File: src/rtl/jtag_master_pkg.sv
// Shared state encoding and parameter defaults for the JTAG shift master.
package jtag_master_pkg;

  localparam int unsigned DEF_CLK_DIV  = 4;
  localparam int unsigned DEF_MAX_BITS = 64;
  localparam int unsigned DEF_LEN_W    = 7;

  localparam logic [1:0] ST_IDLE = 2'd0;
  localparam logic [1:0] ST_LOW  = 2'd1;
  localparam logic [1:0] ST_HIGH = 2'd2;
  localparam logic [1:0] ST_DONE = 2'd3;

endpackage

File: src/rtl/jtag_shift_master_if.sv
// Command/response channel between a requester and the JTAG shift master.
interface jtag_shift_master_if #(
  parameter int unsigned MAX_BITS = jtag_master_pkg::DEF_MAX_BITS,
  parameter int unsigned LEN_W    = jtag_master_pkg::DEF_LEN_W
) ();

  logic                cmd_valid;
  logic                cmd_ready;
  logic                cmd_tms_md;
  logic                cmd_exit;
  logic [LEN_W-1:0]    cmd_len;
  logic [MAX_BITS-1:0] cmd_data;
  logic                rsp_valid;
  logic                rsp_ready;
  logic [MAX_BITS-1:0] rsp_tdo;

  modport master (
    output cmd_valid, cmd_tms_md, cmd_exit, cmd_len, cmd_data, rsp_ready,
    input  cmd_ready, rsp_valid, rsp_tdo
  );

  modport slave (
    input  cmd_valid, cmd_tms_md, cmd_exit, cmd_len, cmd_data, rsp_ready,
    output cmd_ready, rsp_valid, rsp_tdo
  );

endinterface

File: src/rtl/jtag_tck_timer.sv
// TCK half-period down-counter: load restarts it, expire_o flags the final cycle.
module jtag_tck_timer #(
  parameter int unsigned CLK_DIV = jtag_master_pkg::DEF_CLK_DIV
) (
  input  logic clk,
  input  logic rst_n,
  input  logic load_i,
  output logic expire_o
);

  localparam int unsigned CNT_W = (CLK_DIV > 1) ? $clog2(CLK_DIV) : 1;

  logic [CNT_W-1:0] cnt_q, cnt_d;
  logic             expire_q, expire_d;

  // Expire is registered so it lines up with the cycle the count reads zero.
  always_comb begin
    cnt_d    = cnt_q;
    expire_d = 1'b0;
    if (load_i) begin
      cnt_d = CNT_W'(CLK_DIV - 1);
    end else if (cnt_q != '0) begin
      cnt_d    = cnt_q - CNT_W'(1);
      expire_d = (cnt_q == CNT_W'(1));
    end
  end

  always_ff @(posedge clk) begin
    if (!rst_n) begin
      cnt_q    <= '0;
      expire_q <= 1'b0;
    end else begin
      cnt_q    <= cnt_d;
      expire_q <= expire_d;
    end
  end

  assign expire_o = expire_q;

endmodule

File: src/rtl/jtag_shift_master.sv
// JTAG initiator: runs one TMS walk or TDI shift per command and returns captured TDO.
module jtag_shift_master
  import jtag_master_pkg::*;
#(
  parameter int unsigned CLK_DIV  = DEF_CLK_DIV,
  parameter int unsigned MAX_BITS = DEF_MAX_BITS,
  parameter int unsigned LEN_W    = DEF_LEN_W
) (
  input  logic                clk,
  input  logic                rst_n,
  jtag_shift_master_if.slave  bus,
  output logic                jtag_tck_o,
  output logic                jtag_tms_o,
  output logic                jtag_tdi_o,
  input  logic                jtag_tdo_i
);

  localparam int unsigned      IDX_W   = (MAX_BITS > 1) ? $clog2(MAX_BITS) : 1;
  localparam logic [LEN_W-1:0] LEN_MAX = LEN_W'(MAX_BITS);

  logic [1:0]          state_q, state_d;
  logic [IDX_W-1:0]    idx_q, idx_d;
  logic [LEN_W-1:0]    len_q, len_d;
  logic                mode_q, mode_d;
  logic                exit_q, exit_d;
  logic [MAX_BITS-1:0] data_q, data_d;
  logic [MAX_BITS-1:0] tdo_q, tdo_d;
  logic                tck_q, tck_d;
  logic                tms_q, tms_d;
  logic                tdi_q, tdi_d;
  logic                cmd_ready_q, cmd_ready_d;
  logic                rsp_valid_q, rsp_valid_d;
  logic [1:0]          tdo_sync_q;

  logic                timer_load_c;
  logic                timer_expire;
  logic                enter_low_c;
  logic                last_bit_c;
  logic [LEN_W-1:0]    len_clamp_c;

  jtag_tck_timer #(.CLK_DIV(CLK_DIV)) u_timer (
    .clk      (clk),
    .rst_n    (rst_n),
    .load_i   (timer_load_c),
    .expire_o (timer_expire)
  );

  // Next-state logic; TMS/TDI are only updated on entry to LOW so they settle a full half-period before TCK rises.
  always_comb begin
    state_d      = state_q;
    idx_d        = idx_q;
    len_d        = len_q;
    mode_d       = mode_q;
    exit_d       = exit_q;
    data_d       = data_q;
    tdo_d        = tdo_q;
    tck_d        = tck_q;
    tms_d        = tms_q;
    tdi_d        = tdi_q;
    timer_load_c = 1'b0;
    enter_low_c  = 1'b0;
    len_clamp_c  = (bus.cmd_len > LEN_MAX) ? LEN_MAX : bus.cmd_len;
    last_bit_c   = (idx_q == IDX_W'(len_q - LEN_W'(1)));

    case (state_q)
      ST_IDLE: begin
        if (bus.cmd_valid && cmd_ready_q) begin
          mode_d = bus.cmd_tms_md;
          exit_d = bus.cmd_exit;
          len_d  = len_clamp_c;
          data_d = bus.cmd_data;
          idx_d  = '0;
          tdo_d  = '0;
          if (len_clamp_c == '0) begin
            state_d = ST_DONE;
          end else begin
            state_d     = ST_LOW;
            enter_low_c = 1'b1;
          end
        end
      end
      ST_LOW: begin
        if (timer_expire) begin
          state_d      = ST_HIGH;
          tck_d        = 1'b1;
          tdo_d[idx_q] = tdo_sync_q[1];
          timer_load_c = 1'b1;
        end
      end
      ST_HIGH: begin
        if (timer_expire) begin
          tck_d = 1'b0;
          if (last_bit_c) begin
            state_d = ST_DONE;
          end else begin
            idx_d       = idx_q + IDX_W'(1);
            state_d     = ST_LOW;
            enter_low_c = 1'b1;
          end
        end
      end
      ST_DONE: begin
        if (bus.rsp_ready) begin
          state_d = ST_IDLE;
        end
      end
      default: state_d = ST_IDLE;
    endcase

    if (enter_low_c) begin
      timer_load_c = 1'b1;
      tck_d        = 1'b0;
      if (mode_d) begin
        tms_d = data_d[idx_d];
        tdi_d = 1'b0;
      end else begin
        tms_d = exit_d && (idx_d == IDX_W'(len_d - LEN_W'(1)));
        tdi_d = data_d[idx_d];
      end
    end

    cmd_ready_d = (state_d == ST_IDLE);
    rsp_valid_d = (state_d == ST_DONE);
  end

  always_ff @(posedge clk) begin
    if (!rst_n) begin
      state_q     <= ST_IDLE;
      idx_q       <= '0;
      len_q       <= '0;
      mode_q      <= 1'b0;
      exit_q      <= 1'b0;
      data_q      <= '0;
      tdo_q       <= '0;
      tck_q       <= 1'b0;
      tms_q       <= 1'b1;
      tdi_q       <= 1'b0;
      cmd_ready_q <= 1'b1;
      rsp_valid_q <= 1'b0;
      tdo_sync_q  <= '0;
    end else begin
      state_q     <= state_d;
      idx_q       <= idx_d;
      len_q       <= len_d;
      mode_q      <= mode_d;
      exit_q      <= exit_d;
      data_q      <= data_d;
      tdo_q       <= tdo_d;
      tck_q       <= tck_d;
      tms_q       <= tms_d;
      tdi_q       <= tdi_d;
      cmd_ready_q <= cmd_ready_d;
      rsp_valid_q <= rsp_valid_d;
      tdo_sync_q  <= {tdo_sync_q[0], jtag_tdo_i};
    end
  end

  assign bus.cmd_ready = cmd_ready_q;
  assign bus.rsp_valid = rsp_valid_q;
  assign bus.rsp_tdo   = tdo_q;
  assign jtag_tck_o    = tck_q;
  assign jtag_tms_o    = tms_q;
  assign jtag_tdi_o    = tdi_q;

endmodule

File: src/flat_wrapper.sv
// flat-port wrapper written by rule: the top's interface ports become plain ports
module jtag_shift_master_flat import jtag_master_pkg::*;
#(
  parameter int unsigned CLK_DIV  = DEF_CLK_DIV,
  parameter int unsigned MAX_BITS = DEF_MAX_BITS,
  parameter int unsigned LEN_W    = DEF_LEN_W
)
  (clk, rst_n, jtag_tck_o, jtag_tms_o, jtag_tdi_o, jtag_tdo_i, bus_cmd_valid, bus_cmd_tms_md, bus_cmd_exit, bus_cmd_len, bus_cmd_data, bus_rsp_ready, bus_cmd_ready, bus_rsp_valid, bus_rsp_tdo);
  jtag_shift_master_if #(.MAX_BITS(MAX_BITS), .LEN_W(LEN_W)) bus_i ();
  input  logic clk;
  input  logic rst_n;
  output logic jtag_tck_o;
  output logic jtag_tms_o;
  output logic jtag_tdi_o;
  input  logic jtag_tdo_i;
  input wire logic [$bits(bus_i.cmd_valid)-1:0] bus_cmd_valid;
  input wire logic [$bits(bus_i.cmd_tms_md)-1:0] bus_cmd_tms_md;
  input wire logic [$bits(bus_i.cmd_exit)-1:0] bus_cmd_exit;
  input wire logic [$bits(bus_i.cmd_len)-1:0] bus_cmd_len;
  input wire logic [$bits(bus_i.cmd_data)-1:0] bus_cmd_data;
  input wire logic [$bits(bus_i.rsp_ready)-1:0] bus_rsp_ready;
  output wire logic [$bits(bus_i.cmd_ready)-1:0] bus_cmd_ready;
  output wire logic [$bits(bus_i.rsp_valid)-1:0] bus_rsp_valid;
  output wire logic [$bits(bus_i.rsp_tdo)-1:0] bus_rsp_tdo;
  assign bus_i.cmd_valid = bus_cmd_valid;
  assign bus_i.cmd_tms_md = bus_cmd_tms_md;
  assign bus_i.cmd_exit = bus_cmd_exit;
  assign bus_i.cmd_len = bus_cmd_len;
  assign bus_i.cmd_data = bus_cmd_data;
  assign bus_i.rsp_ready = bus_rsp_ready;
  assign bus_cmd_ready = bus_i.cmd_ready;
  assign bus_rsp_valid = bus_i.rsp_valid;
  assign bus_rsp_tdo = bus_i.rsp_tdo;
  jtag_shift_master #(.CLK_DIV(CLK_DIV), .MAX_BITS(MAX_BITS), .LEN_W(LEN_W)) u_core (.clk(clk), .rst_n(rst_n), .bus(bus_i), .jtag_tck_o(jtag_tck_o), .jtag_tms_o(jtag_tms_o), .jtag_tdi_o(jtag_tdi_o), .jtag_tdo_i(jtag_tdo_i));
endmodule
File: config.mk
export PLATFORM = sky130hd
export DESIGN_NAME = jtag_shift_master_flat
export DESIGN_NICKNAME = d
export VERILOG_FILES = /design/src/rtl/jtag_master_pkg.sv /design/src/rtl/jtag_shift_master_if.sv /design/src/rtl/jtag_tck_timer.sv /design/src/rtl/jtag_shift_master.sv /design/src/flat_wrapper.sv
export SDC_FILE = /design/constraint.sdc
export NUM_CORES = 1
export LEC_CHECK = 0
export ABC_AREA = 1
export CAP_MARGIN = 10
export CORE_MARGIN = 3
export CORE_UTILIZATION = 39
export DETAILED_ROUTE_END_ITERATION = 10
export PLACE_DENSITY = 0.69
export RECOVER_POWER = 50
export SETUP_SLACK_MARGIN = 0.2
export SYNTH_ARGS = -nofsm -noshare
export SYNTH_HDL_FRONTEND = slang
export SYNTH_SLANG_ARGS = --single-unit
export TNS_END_PERCENT = 10
File: constraint.sdc
create_clock -name clk -period 6.9 [get_ports clk]
set_input_delay 2.07 -clock clk [delete_from_list [all_inputs] [get_ports clk]]
set_output_delay 2.07 -clock clk [all_outputs]
set_load 0.01 [all_outputs]
**Word level (Yosys, flattened, before mapping)**

Cells that the tools add are included.

- Output and inout bits: 69
- Word-level logic and storage cells: 92
- Input bits: 78
- Bits in registers: 155

- Magnitude comparators: 4
- Reductions and logical operators: 14
- Eq/ne operators: 10
- Mux-type cells: 43
- Add/subtract/negate cells: 4
- Bitwise logic cells: 2

Operators with widths:

| operator | count |
|---|---|
| $mux W64 | 4 |
| $pmux W64 S2 | 1 |
| $bwmux W64 | 1 |
| $mux W7 | 3 |
| $mux W6 | 3 |
| $mux W1 | 17 |
| $mux W2 | 8 |
| $lt A6 B7 Y1 const B | 2 |
| $eq A6 B6 Y1 | 2 |
| $pmux W6 S2 | 1 |
| $sub A6 B1 Y6 const B | 2 |
| $pmux W2 S4 | 1 |
| $reduce_bool A2 Y1 | 4 |
| $gt A7 B7 Y1 const B | 1 |
| $logic_not A7 Y1 | 1 |
| $add A6 B1 Y6 const B | 1 |
| $bmux W1 S6 | 1 |
| $demux W1 S6 | 1 |
| $eq A2 B2 Y1 const B | 3 |
| $ge A6 B1 Y1 const B | 1 |
| $reduce_and A3 Y1 | 2 |
| $eq A2 B1 Y1 const B | 2 |
| $logic_not A2 Y1 | 2 |
| $ne A2 B2 Y1 const B | 2 |
| 7 further kinds | 11 |

**Depth between registers and ports, before layout**

Gate-level depths: netlist of the first run.

- Depth after elaboration: 8
- Mapped depth: 23
- Mapped depth without buffers: 22

**Modules after synthesis**

Synthesis of the first run repeated with hierarchy kept, for this count alone.

- Cell total of the unflattened synthesis: 1027
- Area total of the unflattened synthesis: 7647.3 um^2

Modules (own cells, without submodules):

| module | sequential area each (um^2) | times used | cells each | area an instance (um^2) |
|---|---|---|---|---|
| jtag_shift_master | 3022.9 | 1 | 1008 | 7497.2 |
| jtag_tck_timer | 60.1 | 1 | 19 | 150.1 |

**Worst setup path before layout of the first run**

Ideal clock, no wire load.

- Path type: input to register
- Start point: input bus_cmd_valid
- End point: register u_core.tdi_q, in the netlist u_core.jtag_tdi_o
- Path slack: 3.135 ns
- Data required time: 6.769 ns
- Setup time: 0.131 ns
- Cell stages on the path: 14
- Data arrival time: 3.635 ns
- Buffers on the path: 2
- Cell sequence: nand3_2 -> nor2_4 -> buf_2 -> buf_2 -> mux2i_1 -> nand3_1 -> nand3_1 -> nand3_1 -> nand3_1 -> nand3_1 -> nand3_1 -> nand2_1 -> nand2_1 -> a21oi_2

- Word-level cells in the longest chain between the ends: 6
- Elaborated cells on any way between the ends: 12
- Those cells by class: 11 x mux; 1 x reduce/logical

RTL lines:

| element | line | source |
|---|---|---|
| start: declaration | flat_wrapper.sv:16 | `input wire logic [$bits(bus_i.cmd_valid)-1:0] bus_cmd_valid;` |
| $logic_and A1 B1 Y1 (*) | jtag_shift_master.sv:67 | `if (bus.cmd_valid && cmd_ready_q) begin` |
| $mux W6 or $mux W64 (tied branches) | jtag_shift_master.sv:67 |  |
| $pmux W6 S2 or $mux W64 (tied branches) | jtag_shift_master.sv:65 | `case (state_q)` |
| $bmux W1 S6 | jtag_shift_master.sv:118 | `tdi_d = data_d[idx_d];` |
| $mux W1 (implied by the code) | jtag_shift_master.sv:118 |  |
| $mux W1 | jtag_shift_master.sv:113 | `if (mode_d) begin` |
| end signal: assignment | jtag_shift_master.sv:151 | `tdi_q <= tdi_d;` |
| end: declaration | jtag_shift_master.sv:30 | `logic tdi_q, tdi_d;` |

Mark *: on every way between the ends. The rest lies on a longest branch, timed or not. The select of a mux whose other input is x is not followed.
A chain may end at the register's enable or synchronous reset.

**Worst setup path after layout of the first run**

- Start point: input bus_cmd_valid
- End point: register u_core.tdo_q[26], in the netlist u_core.bus.rsp_tdo[26]

- Word-level cells in the longest chain between the ends: 3

RTL lines:

| element | line | source |
|---|---|---|
| $logic_and A1 B1 Y1 | jtag_shift_master.sv:67 |  |
| $ne A2 B1 Y1 (no source line) | n/a |  |
| $reduce_and A3 Y1 (no source line) | n/a |  |
| end signal: assignment | jtag_shift_master.sv:148 | `tdo_q <= tdo_d;` |
| end: declaration | jtag_shift_master.sv:27 | `logic [MAX_BITS-1:0] tdo_q, tdo_d;` |

No other way between the ends.

==> results of run 1 <==
==> worst min-delay path, stage by stage (launching register included) <==
cell and delay [ps]:
dfxtp_1 310, nand2_1 50, inv_1 40
==> cell type report <==
class | count | area [sq um] | area share
Multi-Input combinational cell | 792 | 4013 | 0.4034
Clock buffer | 19 | 442.9 | 0.04453
Inverter | 85 | 326.6 | 0.03283
Sequential cell | 154 | 3083 | 0.3100
Clock inverter | 13 | 215.2 | 0.02164
Tap cell | 265 | 331.6 | 0.03334
Timing Repair Buffer | 154 | 1534 | 0.1542
==> power breakdown <==
| group | leakage, nW | switching, mW | internal [mW] |
|---|---|---|---|
| clock network | 0.312 | 0.393 | 0.656 |
| logic | 2.59 | 0.303 | 0.216 |
| registers | 1.25 | 0.0204 | 0.947 |
| total | 4.16 | 0.716 | 1.82 |
==> flip-flops by register name (all words and copies together) (netlist names) <==
signal,flops
u_core.u_timer.cnt_q,2
u_core.data_q,64
u_core.mode_q,1
u_core.tdo_sync_q,2
u_core.state_q,2
u_core.len_q,6
u_core.bus.rsp_valid,1
u_core.idx_q,6
u_core.bus.rsp_tdo,64
u_core.jtag_tdi_o,1
u_core.jtag_tck_o,1
u_core.exit_q,1
u_core.u_timer.expire_o,1
u_core.bus.cmd_ready,1
u_core.jtag_tms_o,1
==> path summary, 6_finish.rpt <==
kind / slack, ps / to / depth (start not counted)
worst max-delay path: 1700 / u_core.bus.rsp_tdo[26] / 9
worst min-delay path: 420 / u_core.tdo_sync_q[1] / 2
worst max register to register: 3470 / u_core.bus.rsp_tdo[26] / 9
worst min register to register: 420 / u_core.tdo_sync_q[1] / 2
==> routing by layer <==
metal / global-route usage / vias to the layer above / wire [um]
li1: - / 3822 / -
met1: 0.2725 / 3461 / 9926
met2: 0.3157 / 264 / 10150
met3: 0.04568 / 29 / 1551
met4: 0.05033 / 0 / 270
met5: 0 / - / 0
==> kinds of logic after synthesis <==
family                   share of synthesized area
AND/OR/NAND/NOR                             0.3223
buffers and inverters                      0.08712
XOR/XNOR                                   0.01123
adder cells (fa/ha/maj)                   0.008022
flip-flops                                  0.3953
AO/OA/AOI/OAI                               0.1182
multiplexers                               0.05776
==> cells in the final DEF (no fill, tap or decap), types with 3 or more instances in the layout <==
cell type	netlist	routed
buf_4	8	7
inv_6	1	3
a31oi_1	3	3
clkdlybuf4s50_1	0	75
nand2_1	159	160
ha_1	5	5
clkinvlp_4	0	3
nor2_2	4	4
inv_1	72	72
nand3_2	5	4
dlygate4sd3_1	0	71
xnor2_1	3	3
or2_2	21	21
nand3_1	108	109
nor2_1	201	201
nand4_1	24	24
bufinv_16	0	5
a21oi_1	67	67
nor3_1	14	14
mux2i_1	45	45
nand3b_1	12	12
o21ai_0	93	94
nand2_4	4	3
inv_2	9	8
clkinv_1	3	3
clkbuf_16	0	17
dfxtp_1	154	154
xor2_1	7	7
==> flow_summary.yaml, run 1 <==
yosys:
  yosys-top-cells-count: "nor2_1 (201), nand2_1 (159), dfxtp_1 (154)"
  avgSynthCellArea_sq_um: 7.103
  synth_edf_count: 0
  synth.most_common_cell: "nor2_1"
  yosysTopAreaCell: "dfxtp_1"
  synthArstFlopShare: 0
  ys_ff_latch: 154
  synthDistinctLibCells: 41
  ys.flop_type: "dfxtp_1"
  yosysSeqAreaShare: 0.3953
  netlist_instances: 1098
  yosysWarnings: 0
  netlist_area_sq_um: 7799
  syn_nets: 1181
  ys_top_cells_by_area: "dfxtp_1 (40%), nor2_1 (9.7%), nand2_1 (7.7%)"
  yosysTopAreaCellShare: 0.3953
cts:
  cts_tree: "yes"
  clock_latency_ps: 420
  postCtsSetupBuffers: 0
  clockBufferDepth: 2
  ctsHtreeMaxLevel: 4
  cts-root-buf: "clkbuf_16"
  numCtsBuffers: 17
  cts_resized: 0
  cts_sinks: 154
  hold_buffers: 0
  cts.clk_slew.worst_paths_ps: 60
floorplanning:
  die_w_um: 147.4
  start_util: 0.3994
  dieHeight_um: 147.4
  rows: 51
  num_io_pins: 147
  dieArea_sq_um: 21730
  core_area_sq_um: 19530
worst_setup_path:
  path_common_cell: "nand2_1"
  slowest_delay_ps: 700
  cp_top_family: "buffers and inverters"
  crit_path_start: "bus_cmd_valid"
  start_kind: "input port"
  path_buf_inv: 3
  cp-end-kind: "flip-flop"
  cp_max_fo: 29
  critPathKind: "in -> reg"
  path_cells: "dlygate4sd3_1, nand3_1, nor2_4, inv_1, nand2_1, nand2_1, clkinv_1, nand2_1, a21oi_1"
  r2r_start: "u_core.state_q[1]"
  cp_data_arrival_time_ps: 5460
  cp_slowest_cell: "nand2_1"
  worstPathRequired_ps: 7160
grt:
  grt_pass1_vias: 6961
  overflow: 0
  antenna_found_initial: 0
  grt_pass1_wl_mm: 35.50
  grt_use_total: 0.1978
  grt_start_max_net_pins: 106
final_layout:
  stdcell_count: 1482
  drive_above_1_share: 0.07477
  finalCoreUtilization: 0.5094
  fin_area_sq_um: 9946
  fill_cells: 1943
  nets: 1287
  areaGrowthSynthToFinish_pct: 27.53
  antenna_cells: 0
power_and_ir_drop:
  powerDensity_nw_per_um2: 254.9
  cellLeakagePower_nw: 4.157
  ir_worst_vdd_mv: 0.1712
  finalPower_mw: 2.535
sta:
  worst_slack_ps: 1698
  rsz0062_at_grt: "no"
  fin_skew_ps: 7.620
  finalSetupViolCount: 0
  holdWs_ps: 422.6
  hold_viol: 0
  fin_crit_sh: 0.7539
  fmax_mhz: 192.2
  tightest_slew_ps: 1095
  tns_ps: 0
  finalMaxSlewViolations: 0
  relSlewSlack: 0.2703
  fin_crit_ps: 5202
placement:
  postPlaceCellArea_sq_um: 9311
  dpl.cell_count: 1450
  io_buffers: 146
  hpwlAfterDp_mm: 14.57
  post-place-ws_ps: 1693
  gp_congestion: 0.7913
routing:
  first_iter_violations: 696
  first_pass_iters: 8
  antenna_left: 0
  drcViolationCount: 2
  wl_per_cell_um: 14.78
  via_per_inst: 5.112
  via_count: 7576
  wirelength_mm: 21.90
min_path:
  hold_path.class: "reg -> reg"
  holdCritStartpoint: "u_core.tdo_sync_q[0]"
job:
  cap_violations: 0
outcome:
  status: "complete, but fails checks"
  violations: "design-rule violations"
Note: power is estimated with default switching activity, not from simulation.
==> run 2: changes to the inputs <==
==> constraint.sdc (replaced) <==
create_clock -name clk -period 4.9 [get_ports clk]
set_input_delay 1.47 -clock clk [delete_from_list [all_inputs] [get_ports clk]]
set_output_delay 1.47 -clock clk [all_outputs]
set_load 0.01 [all_outputs]
==> flow_summary.yaml, run 2 (synthesis results as in run 1) <==
power_and_ir_drop:
  finalPower_mw: 3.351
  ir_worst_vdd_mv: 0.2819
  powerDensity_nw_per_um2: 339.1
  cellLeakagePower_nw: 4.034
sta:
  rsz0062_at_grt: "no"
  finalSetupViolCount: 0
  fmax_mhz: 241.7
  fin_skew_ps: 7.623
  hold_viol: 0
  fin_crit_ps: 4137
  relSlewSlack: 0.3284
  fin_crit_sh: 0.8443
  tightest_slew_ps: 1006
  worst_slack_ps: 762.8
  finalMaxSlewViolations: 0
  tns_ps: 0
final_layout:
  nets: 1289
  register_area_sq_um: 3083
  areaGrowthSynthToFinish_pct: 26.73
  fill_cells: 1937
  stdcell_count: 1484
  final_common_cell: "nor2_1"
  layout_common_cells: "nor2_1 (202), nand2_1 (159), dfxtp_1 (154), nand3_1 (109), clkdlybuf4s50_1 (105)"
  drive_above_1_share: 0.07629
  antenna_cells: 0
  multiInputGateArea_sq_um: 4024
outcome:
  status: "completed"
placement:
  dpl.cell_count: 1452
  hpwlAfterDp_mm: 14.74
  gp_congestion: 0.8180
  io_buffers: 146
  post-place-ws_ps: 701.0
worst_setup_path:
  cp-end-kind: "flip-flop"
  path_cells: "clkdlybuf4s50_1, nand3_1, nor2_1, inv_1, nand3_1, inv_2, nand3_1, nand2_1, nand2_1, nand3_1, nand3_1, nand2_1, nand2_1, a21oi_2"
  critPathKind: "in -> reg"
  cp_max_fo: 29
  cp_top_family: "buffers and inverters"
  start_kind: "input port"
  path_buf_inv: 3
  r2r_start: "u_core.state_q[1]"
  cp_data_arrival_time_ps: 4490
  path_common_cell: "nand3_1"
  crit_path_start: "bus_cmd_valid"
  cp_slowest_cell: "inv_1"
  slowest_delay_ps: 730
  worstPathRequired_ps: 5260
routing:
  drcViolationCount: 0
  first_iter_violations: 600
  first_pass_iters: 5
  via_count: 7647
  wirelength_mm: 21.88
  antenna_left: 0
  wl_per_cell_um: 14.75
  via_per_inst: 5.153
floorplanning:
  core_area_sq_um: 19530
  die_w_um: 147.4
  dieArea_sq_um: 21730
  start_util: 0.3994
  rows: 51
  dieHeight_um: 147.4
  num_io_pins: 147
grt:
  grt_pass1_wl_mm: 36.50
  met2_usage: 0.3263
  grt_start_max_net_pins: 86
  overflow: 0
  antenna_found_initial: 0
  grt_use_total: 0.2031
  globalRoute.busiestLayer: "met2"
  global_route.usage.met3: 0.03863
  grt_pass1_vias: 7195
  use_met1: 0.2807
cts:
  cts_tree: "yes"
  numCtsBuffers: 17
  ctsHtreeMaxLevel: 4
  cts_resized: 0
  cts-root-buf: "clkbuf_16"
  clockBufferDepth: 2
  cts_sinks: 154
  postCtsSetupBuffers: 0
  cts.clk_slew.worst_paths_ps: 60
  clock_latency_ps: 430
  hold_buffers: 0
job:
  cap_violations: 0
min_path:
  holdCritStartpoint: "u_core.tdo_sync_q[0]"
  hold_path.class: "reg -> reg"
-- run 2: layout make-up --
type	count	area share
Multi-Input combinational cell	792	0.4071
Sequential cell	154	0.3119
Timing Repair Buffer	156	0.1580
Clock buffer	21	0.04659
Tap cell	265	0.03355
Inverter	85	0.03304
Clock inverter	11	0.009748
-- run 2: metal layers --
metal / vias to the layer above / routed length [um]
li1: 3842 / -
met1: 3542 / 10160
met2: 238 / 10070
met3: 25 / 1341
met4: 0 / 309
met5: - / 0
-- run 2: path summary, 6_finish.rpt --
kind | to | slack (ps) | depth (start not counted)
setup / recovery | u_core.jtag_tdi_o | 760 | 14
hold / removal | u_core.tdo_sync_q[1] | 410 | 2
setup reg to reg | u_core.jtag_tdi_o | 1810 | 14
hold reg to reg | u_core.tdo_sync_q[1] | 410 | 2
-- run 2: power by group --
part	internal, mW	switching, mW
Sequential	1.33	0.0279
Combinational	0.309	0.429
Clock	0.722	0.530
-- run 2: metrics by stage --
| stage | hold WS [ps] | util | area (sq um) |
|---|---|---|---|
| 2_1_floorplan | 390.0 | - | 7799 |
| 3_3_place_gp | 405.8 | 0.4783 | 9339 |
| 3_5_place_dp | 406.9 | 0.4783 | 9339 |
| 4_1_cts | 421.5 | 0.5068 | 9896 |
| 5_1_grt | 454.7 | 0.5062 | 9883 |
| 6_report | 414.6 | 0.5062 | 9883 |
-- run 2: worst reg2reg max path: stages (launching register included) --
cell and delay [ps]:
dfxtp_1 380, inv_2 60, nand3_1 120, nor2_1 100
inv_1 730, nand3_1 600, inv_2 340, nand3_1 110
nand2_1 70, nand2_1 70, nand3_1 90, nand3_1 70
nand2_1 100, nand2_1 70, a21oi_2 100
